`config.mk`:
```
export PLATFORM = sky130hd
export DESIGN_NAME = text_console_writer
export DESIGN_NICKNAME = d
export VERILOG_FILES = /design/src/rtl/text_console_writer.sv
export SDC_FILE = /design/constraint.sdc
export NUM_CORES = 1
export LEC_CHECK = 0
export BUFFER_PORTS_ARGS = -buffer_cell sky130_fd_sc_hd__buf_2
export CAP_MARGIN = 0
export CELL_PAD_IN_SITES_DETAIL_PLACEMENT = 2
export CELL_PAD_IN_SITES_GLOBAL_PLACEMENT = 2
export CORE_MARGIN = 2
export CORE_UTILIZATION = 33
export DETAILED_ROUTE_END_ITERATION = 16
export GPL_TIMING_DRIVEN = 0
export MAX_ROUTING_LAYER = met4
export PLACE_DENSITY_LB_ADDON = 0.1
export SYNTH_ARGS = -nofsm -noshare
export SYNTH_HDL_FRONTEND = slang
export SYNTH_SLANG_ARGS = --single-unit
```
`constraint.sdc`:
```
create_clock -name clk -period 2.95 [get_ports clk]
set_input_delay 0.295 -clock clk [delete_from_list [all_inputs] [get_ports clk]]
set_output_delay 0.295 -clock clk [all_outputs]
set_load 0.005 [all_outputs]
```
`src/rtl/text_console_writer.sv`:
```
// Character-stream writer for a text-mode RAM: prints characters at the cursor,
// handles LF/CR/BS/FF, and clears lines or the whole screen by writing spaces.
module text_console_writer #(
    parameter int COL_BITS   = 7,
    parameter int ROW_BITS   = 6,
    parameter int NUM_ROWS   = 48,
    parameter int DATA_WIDTH = 8
) (
    input  logic                         clk,
    input  logic                         reset,
    input  logic [DATA_WIDTH-1:0]        in_char,
    input  logic                         in_valid,
    output logic                         in_ready,
    output logic                         ram_we,
    output logic [ROW_BITS+COL_BITS-1:0] ram_addr,
    output logic [DATA_WIDTH-1:0]        ram_din,
    output logic [ROW_BITS-1:0]          cursor_row,
    output logic [COL_BITS-1:0]          cursor_col
);

    localparam int ADDR_W = ROW_BITS + COL_BITS;
    localparam logic [COL_BITS-1:0]   COL_LAST    = '1;
    localparam logic [ROW_BITS-1:0]   ROW_LAST    = ROW_BITS'(NUM_ROWS - 1);
    localparam logic [ADDR_W-1:0]     SCREEN_LAST = {ROW_LAST, COL_LAST};
    localparam logic [DATA_WIDTH-1:0] C_SPACE     = DATA_WIDTH'(8'h20);
    localparam logic [DATA_WIDTH-1:0] C_TILDE     = DATA_WIDTH'(8'h7E);
    localparam logic [DATA_WIDTH-1:0] C_BS        = DATA_WIDTH'(8'h08);
    localparam logic [DATA_WIDTH-1:0] C_LF        = DATA_WIDTH'(8'h0A);
    localparam logic [DATA_WIDTH-1:0] C_FF        = DATA_WIDTH'(8'h0C);
    localparam logic [DATA_WIDTH-1:0] C_CR        = DATA_WIDTH'(8'h0D);

    typedef enum logic [1:0] {
        CLR_SCREEN,
        IDLE,
        CLR_LINE
    } state_t;

    state_t              state;
    logic [ADDR_W-1:0]   clr_cnt;
    logic [ROW_BITS-1:0] next_row;
    logic [COL_BITS-1:0] col_dec;
    logic                accept;
    logic                printable;

    assign next_row  = (cursor_row == ROW_LAST) ? '0 : cursor_row + 1'b1;
    assign col_dec   = cursor_col - 1'b1;
    assign accept    = in_valid && in_ready;
    assign printable = (in_char >= C_SPACE) && (in_char <= C_TILDE);

    always_ff @(posedge clk) begin
        if (reset) begin
            state      <= CLR_SCREEN;
            clr_cnt    <= '0;
            ram_we     <= 1'b0;
            ram_addr   <= '0;
            ram_din    <= '0;
            in_ready   <= 1'b0;
            cursor_row <= '0;
            cursor_col <= '0;
        end else begin
            ram_we <= 1'b0;
            case (state)
                CLR_SCREEN: begin
                    ram_we   <= 1'b1;
                    ram_addr <= clr_cnt;
                    ram_din  <= C_SPACE;
                    clr_cnt  <= clr_cnt + 1'b1;
                    if (clr_cnt == SCREEN_LAST) begin
                        state    <= IDLE;
                        in_ready <= 1'b1;
                    end
                end
                CLR_LINE: begin
                    ram_we   <= 1'b1;
                    ram_addr <= {cursor_row, clr_cnt[COL_BITS-1:0]};
                    ram_din  <= C_SPACE;
                    clr_cnt  <= clr_cnt + 1'b1;
                    if (clr_cnt[COL_BITS-1:0] == COL_LAST) begin
                        state    <= IDLE;
                        in_ready <= 1'b1;
                    end
                end
                IDLE: begin
                    if (accept) begin
                        if (printable) begin
                            ram_we   <= 1'b1;
                            ram_addr <= {cursor_row, cursor_col};
                            ram_din  <= in_char;
                            if (cursor_col == COL_LAST) begin
                                // Wrapping onto a new row clears that row first.
                                cursor_col <= '0;
                                cursor_row <= next_row;
                                state      <= CLR_LINE;
                                clr_cnt    <= '0;
                                in_ready   <= 1'b0;
                            end else begin
                                cursor_col <= cursor_col + 1'b1;
                            end
                        end else if (in_char == C_LF) begin
                            cursor_col <= '0;
                            cursor_row <= next_row;
                            state      <= CLR_LINE;
                            clr_cnt    <= '0;
                            in_ready   <= 1'b0;
                        end else if (in_char == C_CR) begin
                            cursor_col <= '0;
                        end else if (in_char == C_BS) begin
                            if (cursor_col != '0) begin
                                cursor_col <= col_dec;
                                ram_we     <= 1'b1;
                                ram_addr   <= {cursor_row, col_dec};
                                ram_din    <= C_SPACE;
                            end
                        end else if (in_char == C_FF) begin
                            cursor_row <= '0;
                            cursor_col <= '0;
                            state      <= CLR_SCREEN;
                            clr_cnt    <= '0;
                            in_ready   <= 1'b0;
                        end
                    end
                end
                default: begin
                    state    <= CLR_SCREEN;
                    clr_cnt  <= '0;
                    in_ready <= 1'b0;
                end
            endcase
        end
    end

endmodule

```
==> results of run 1 <==
where the power goes:
group,leakage [nW],switching (W),internal (W)
Combinational,0.888,0.0000683,0.0000307
Clock,0.0548,0.000263,0.000256
Sequential,0.412,0.00000617,0.000695
Total,1.36,0.000337,0.000982
worst max-delay path: cells and delay by family, from the launching register on:
| family | cells | cell delay, ps |
|---|---|---|
| and+or+nand+nor | 4 | 1120 |
| buffers and inverters | 1 | 230 |
| DFF | 1 | 480 |
| AOI/OAI and AO/OA | 2 | 610 |
| adders and majority gates | 1 | 250 |
placed cells by master (no fill, tap or decap), types with 5 or more instances in the layout:
| cell | count |
|---|---|
| a211oi_1 | 11 |
| a21oi_1 | 28 |
| a311oi_1 | 8 |
| a31oi_1 | 6 |
| a32oi_1 | 7 |
| a41o_1 | 7 |
| and3_1 | 5 |
| buf_2 | 48 |
| clkbuf_1 | 19 |
| clkbuf_8 | 5 |
| dfxtp_1 | 51 |
| ha_1 | 10 |
| inv_1 | 9 |
| nand2_1 | 27 |
| nand2b_1 | 8 |
| nand3_1 | 13 |
| nor2_1 | 40 |
| nor3_1 | 8 |
| nor3b_1 | 7 |
| nor4_1 | 5 |
| o21ai_0 | 21 |
| or3_1 | 7 |
| or4_1 | 8 |
layout make-up:
type / instances / area (um2)
clock buffers: 5 / 68.8
multi-input cells: 281 / 1780
plain buffers: 28 / 118
flip-flops and latches: 51 / 1020
repair buffers: 44 / 220
fillers: 1057 / 5260
clock inverters: 3 / 46.3
inverters: 9 / 33.8
well taps: 108 / 135
synthesized netlist by cell type (all sizes together), types with 10 or more instances:
master / n
dfxtp: 51
nor3: 10
nor2: 40
nand3: 13
clkbuf: 19
o21ai: 22
nand2: 27
ha: 10
a21oi: 28
a211oi: 11
logic make-up (layout without fill, tap and decap cells):
| family | Yosys count | count (layout) | synth area share, % |
|---|---|---|---|
| buf+inv | 37 | 89 | 5.14 |
| compound gates | 113 | 113 | 26.4 |
| flops | 51 | 51 | 34.7 |
| fa+ha+maj | 10 | 10 | 4.25 |
| simple gates | 152 | 152 | 27.7 |
| xor+xnor | 6 | 6 | 1.78 |
routing by layer:
metal / up-vias / routed length (um) / share of wire, % / global-route usage [%]
met5: - / 0 / 0 / -
met4: 0 / 112 / 1.0 / 4.21
met3: 6 / 293 / 2.7 / 2.62
met2: 49 / 5150 / 47 / 37.9
met1: 1567 / 5440 / 49 / 32.8
li1: 1498 / - / - / -
through the flow:
step           total power (W)  setup slack [ps]  setup TNS, ps  hold WS [ps]
3_5_place_dp          0.000815             -7.35          -7.35           464
5_1_grt                0.00138              10.8              0           299
3_3_place_gp          0.000812              97.3              0           466
2_1_floorplan         0.000770               716              0           447
4_1_cts                0.00134              81.0              0           290
6_report               0.00132               199              0           295
final timing paths:
kind                                                  from                    endpoint  slack (ps)  depth (start not counted)
worst min register to register     ram_din[7]$_SDFFE_PP0P_     ram_din[7]$_SDFFE_PP0P_         480                          1
worst min-delay path                            in_char[3]     ram_din[3]$_SDFFE_PP0P_         290                          2
worst max-delay path            cursor_col[0]$_SDFFE_PP0P_  cursor_row[2]$_SDFFE_PP0P_         200                          8
worst max register to register  cursor_col[0]$_SDFFE_PP0P_  cursor_row[2]$_SDFFE_PP0P_         200                          8
flip-flops by register name, summed over array words and instances (netlist names):
register    cells
state           2
ram_din         8
in_ready        1
ram_we          1
clr_cnt        13
ram_addr       13
cursor_col      7
cursor_row      6
==> results.cfg, run 1 <==
[run_status]
status = completed

[final_layout]
antenna_cells = 0
drive_above_1_share_pct = 16.2
final_cells = 529
final_cell_area_mm2 = 0.00342
post-route-util_pct = 39.4
area_growth_pct = 16.2
final_nets = 441

[grt]
grt_usage_pct = 23.7
antenna_found_initial = 0
grt_max_degree = 18
grt_pass1_vias = 3280
grt-ovfl-total = 0
grt_pass1_wl_um = 17900

[synth]
synthTopCellsByArea = dfxtp_1 (35%), nor2_1 (5.1%), a21oi_1 (4.8%)
async_reset_ff_share_pct = 0
synth_ff_type = dfxtp_1
netlist_area_mm2 = 0.00295
yosys_register_bits = 51
synth_cell_type_count = 58
synth_enable_flop_cells = 0
syn_nets = 390
ys_seq_area_share_pct = 34.7
synth_warnings = 0
netlist_instances = 369
synth_top_area_share_pct = 34.7
avgSynthCellArea_um2 = 7.98
synth_top_cell_by_area = dfxtp_1

[floorplanning]
core_mm2 = 0.00868
fp.dieH_um = 98.5
start_util_pct = 33.9
dieWidth_um = 98.5
die_area_mm2 = 0.00970
rows = 34
boundaryPins = 47

[placement]
dpl-instance-area_mm2 = 0.00330
io_buffer_count = 44
gp_congestion = 0.849
dp_hpwl_um = 8140
placed_cells = 521

[timing]
min_period_over_period_pct = 93.2
worstMarginPinSlew_ps = 721
slew_headroom_pct = 52.0
finalSetupViolCount = 0
rsz0062_at_grt = no
hold_viol = 0
clock_skew_ps = 10.7
min_period_ps = 2750
fmax_mhz = 364
drv_slew = 0

[power]
powerDensity_mw_per_mm2 = 386
ir_drop_mv = 0.317
p_leak_nw = 1.36

[clock_network]
clkTransAtPathRegs_ps = 110
post_cts_resized = 0
cts_root_buf = clkbuf_8
cts_tree = yes
cts_hold_buf = 0
cts_sinks = 51
clk_path_buf_depth = 2
h-tree-depth = 2
post_cts_buffers = 0
clock_latency_ps = 310
numCtsBuffers = 5

[critical_path]
crit_type = reg2reg
required_ps = 3200
critPathSlowestCell = dfxtp_1
critPathLaunchType = flop
slowest_delay_ps = 480
cp_max_fo = 9
endpoint_kind = flop
critPathArrivalTime_ps = 3000
crit_chain = ha_1, and3_1, nand4_1, and2_1, clkbuf_1, a211o_1, or4_1, a21oi_1

[routing]
postRouteAntennaNets = 0
wire_per_inst_um = 20.8
drc = 0
via_per_inst = 5.90
postRouteWirelength_um = 11000
vias = 3120
dr.first_iter.drc_count = 125
firstDrtPassIters = 4

[flow_run]
cap_violations = 0

[hold_path]
hold_path.class = in2reg
(Power assumes the default switching activity.)
==> run 2: changes to the inputs <==
Settings changed: MAX_ROUTING_LAYER met4 to default.
==> results.cfg, run 2 (synthesis results as in run 1) <==
[run_status]
status = completed

[power]
ir_drop_mv = 0.317
power_frac_seq_pct = 53.1
p_switching_w = 0.000338
comb_power_share_pct = 7.5
p_sw_share_pct = 25.6
power_w = 0.00132
intPower_w = 0.000982
clock_power_share_pct = 39.3
p_leak_nw = 1.36
powerDensity_mw_per_mm2 = 386

[clock_network]
cts_tree = yes
clk_path_buf_depth = 2
numCtsBuffers = 5
post_cts_resized = 0
post_cts_buffers = 0
cts_hold_buf = 0
h-tree-depth = 2
cts_sinks = 51
clock_latency_ps = 310
clkTransAtPathRegs_ps = 110
cts_root_buf = clkbuf_8

[floorplanning]
die_area_mm2 = 0.00970
rows = 34
fp.dieH_um = 98.5
start_util_pct = 33.9
core_mm2 = 0.00868
dieWidth_um = 98.5
boundaryPins = 47

[routing]
dr_wl_met3_um = 279
drc = 0
postRouteWirelength_um = 11000
vias = 3103
wl_met1_um = 5510
via_per_inst = 5.87
wire_per_inst_um = 20.8
dr.first_iter.drc_count = 125
routed.top_layer = met4
firstDrtPassIters = 4
postRouteAntennaNets = 0
wl_met2_um = 5080

[timing]
clock_skew_ps = 11.9
rsz0062_at_grt = no
hold_viol = 0
slew_headroom_pct = 52.2
min_period_over_period_pct = 93.1
finalSetupViolCount = 0
fmax_mhz = 364
worstMarginPinSlew_ps = 717
drv_slew = 0
min_period_ps = 2750

[grt]
grt_max_degree = 18
grt_pass1_wl_um = 17900
grt-ovfl-total = 0
grt_usage_pct = 23.0
antenna_found_initial = 0
grt_pass1_vias = 3284

[final_layout]
post-route-util_pct = 39.4
layout_common_cells = dfxtp_1 (51), buf_2 (48), nor2_1 (40)
final_nets = 441
final_common_cell = dfxtp_1
area_growth_pct = 16.2
drive_above_1_share_pct = 16.2
final_cell_area_mm2 = 0.00342
antenna_cells = 0
reg.largest.list = clr_cnt x13, ram_addr x13, ram_din x8

[placement]
io_buffer_count = 44
dpl-instance-area_mm2 = 0.00330
dp_hpwl_um = 8140
gp_congestion = 0.836

[critical_path]
critPathLaunchType = flop
cp_max_fo = 9
required_ps = 3200
crit_type = reg2reg
endpoint_kind = flop
critPathArrivalTime_ps = 3000

[hold_path]
hold_path.class = in2reg

[flow_run]
cap_violations = 0
-- run 2: cell counts in the layout (fill, tap and decap cells not counted) --
Identical to the previous run, type by type.
-- run 2: through the flow --
stage | worst slack, ps | hold slack [ps] | setup TNS [ps] | cells
after floorplan | 716 | 447 | 0 | 369
after global placement | 97.3 | 466 | 0 | 521
after detailed placement | -7.35 | 464 | -7.35 | 521
after CTS | 81.0 | 290 | 0 | 529
after global routing | 15.9 | 299 | 0 | 529
final | 202 | 298 | 0 | 529
-- run 2: path summary, 6_finish.rpt --
check	from	endpoint	slack, ps	cells after the start
max	cursor_col[0]$_SDFFE_PP0P_	cursor_row[2]$_SDFFE_PP0P_	200	8
min	in_char[3]	ram_din[3]$_SDFFE_PP0P_	300	2
max reg2reg	cursor_col[0]$_SDFFE_PP0P_	cursor_row[2]$_SDFFE_PP0P_	200	8
min reg2reg	ram_din[7]$_SDFFE_PP0P_	ram_din[7]$_SDFFE_PP0P_	480	1
-- run 2: area by class of cell --
type,instances,area [um2]
multi-input cells,281,1780
inverters,9,33.8
clock inverters,3,46.3
clock buffers,5,68.8
plain buffers,28,118
well taps,108,135
flip-flops and latches,51,1020
repair buffers,44,220
fillers,1057,5260
-- run 2: power by group through the flow --
stage | combinational [W] | clock [W] | sequential (W)
2_1_floorplan | 0.0000547 | 0 | 0.000716
3_3_place_gp | 0.0000955 | 0 | 0.000716
3_5_place_dp | 0.0000983 | 0 | 0.000717
4_1_cts | 0.0000990 | 0.000537 | 0.000701
5_1_grt | 0.000110 | 0.000567 | 0.000703
6_report | 0.0000995 | 0.000519 | 0.000701
-- run 2: layer usage --
layer | vias up | track usage (%)
met2 | 51 | 37.9
met1 | 1550 | 32.8
met5 | - | 0
met4 | 0 | 4.21
li1 | 1496 | -
met3 | 6 | 2.62
-- run 2: critical path, cell delays in order (launching register included) --
cell	delay (ps)
dfxtp_1	480
ha_1	250
and3_1	210
nand4_1	230
and2_1	240
clkbuf_1	220
a211o_1	470
or4_1	440
a21oi_1	140
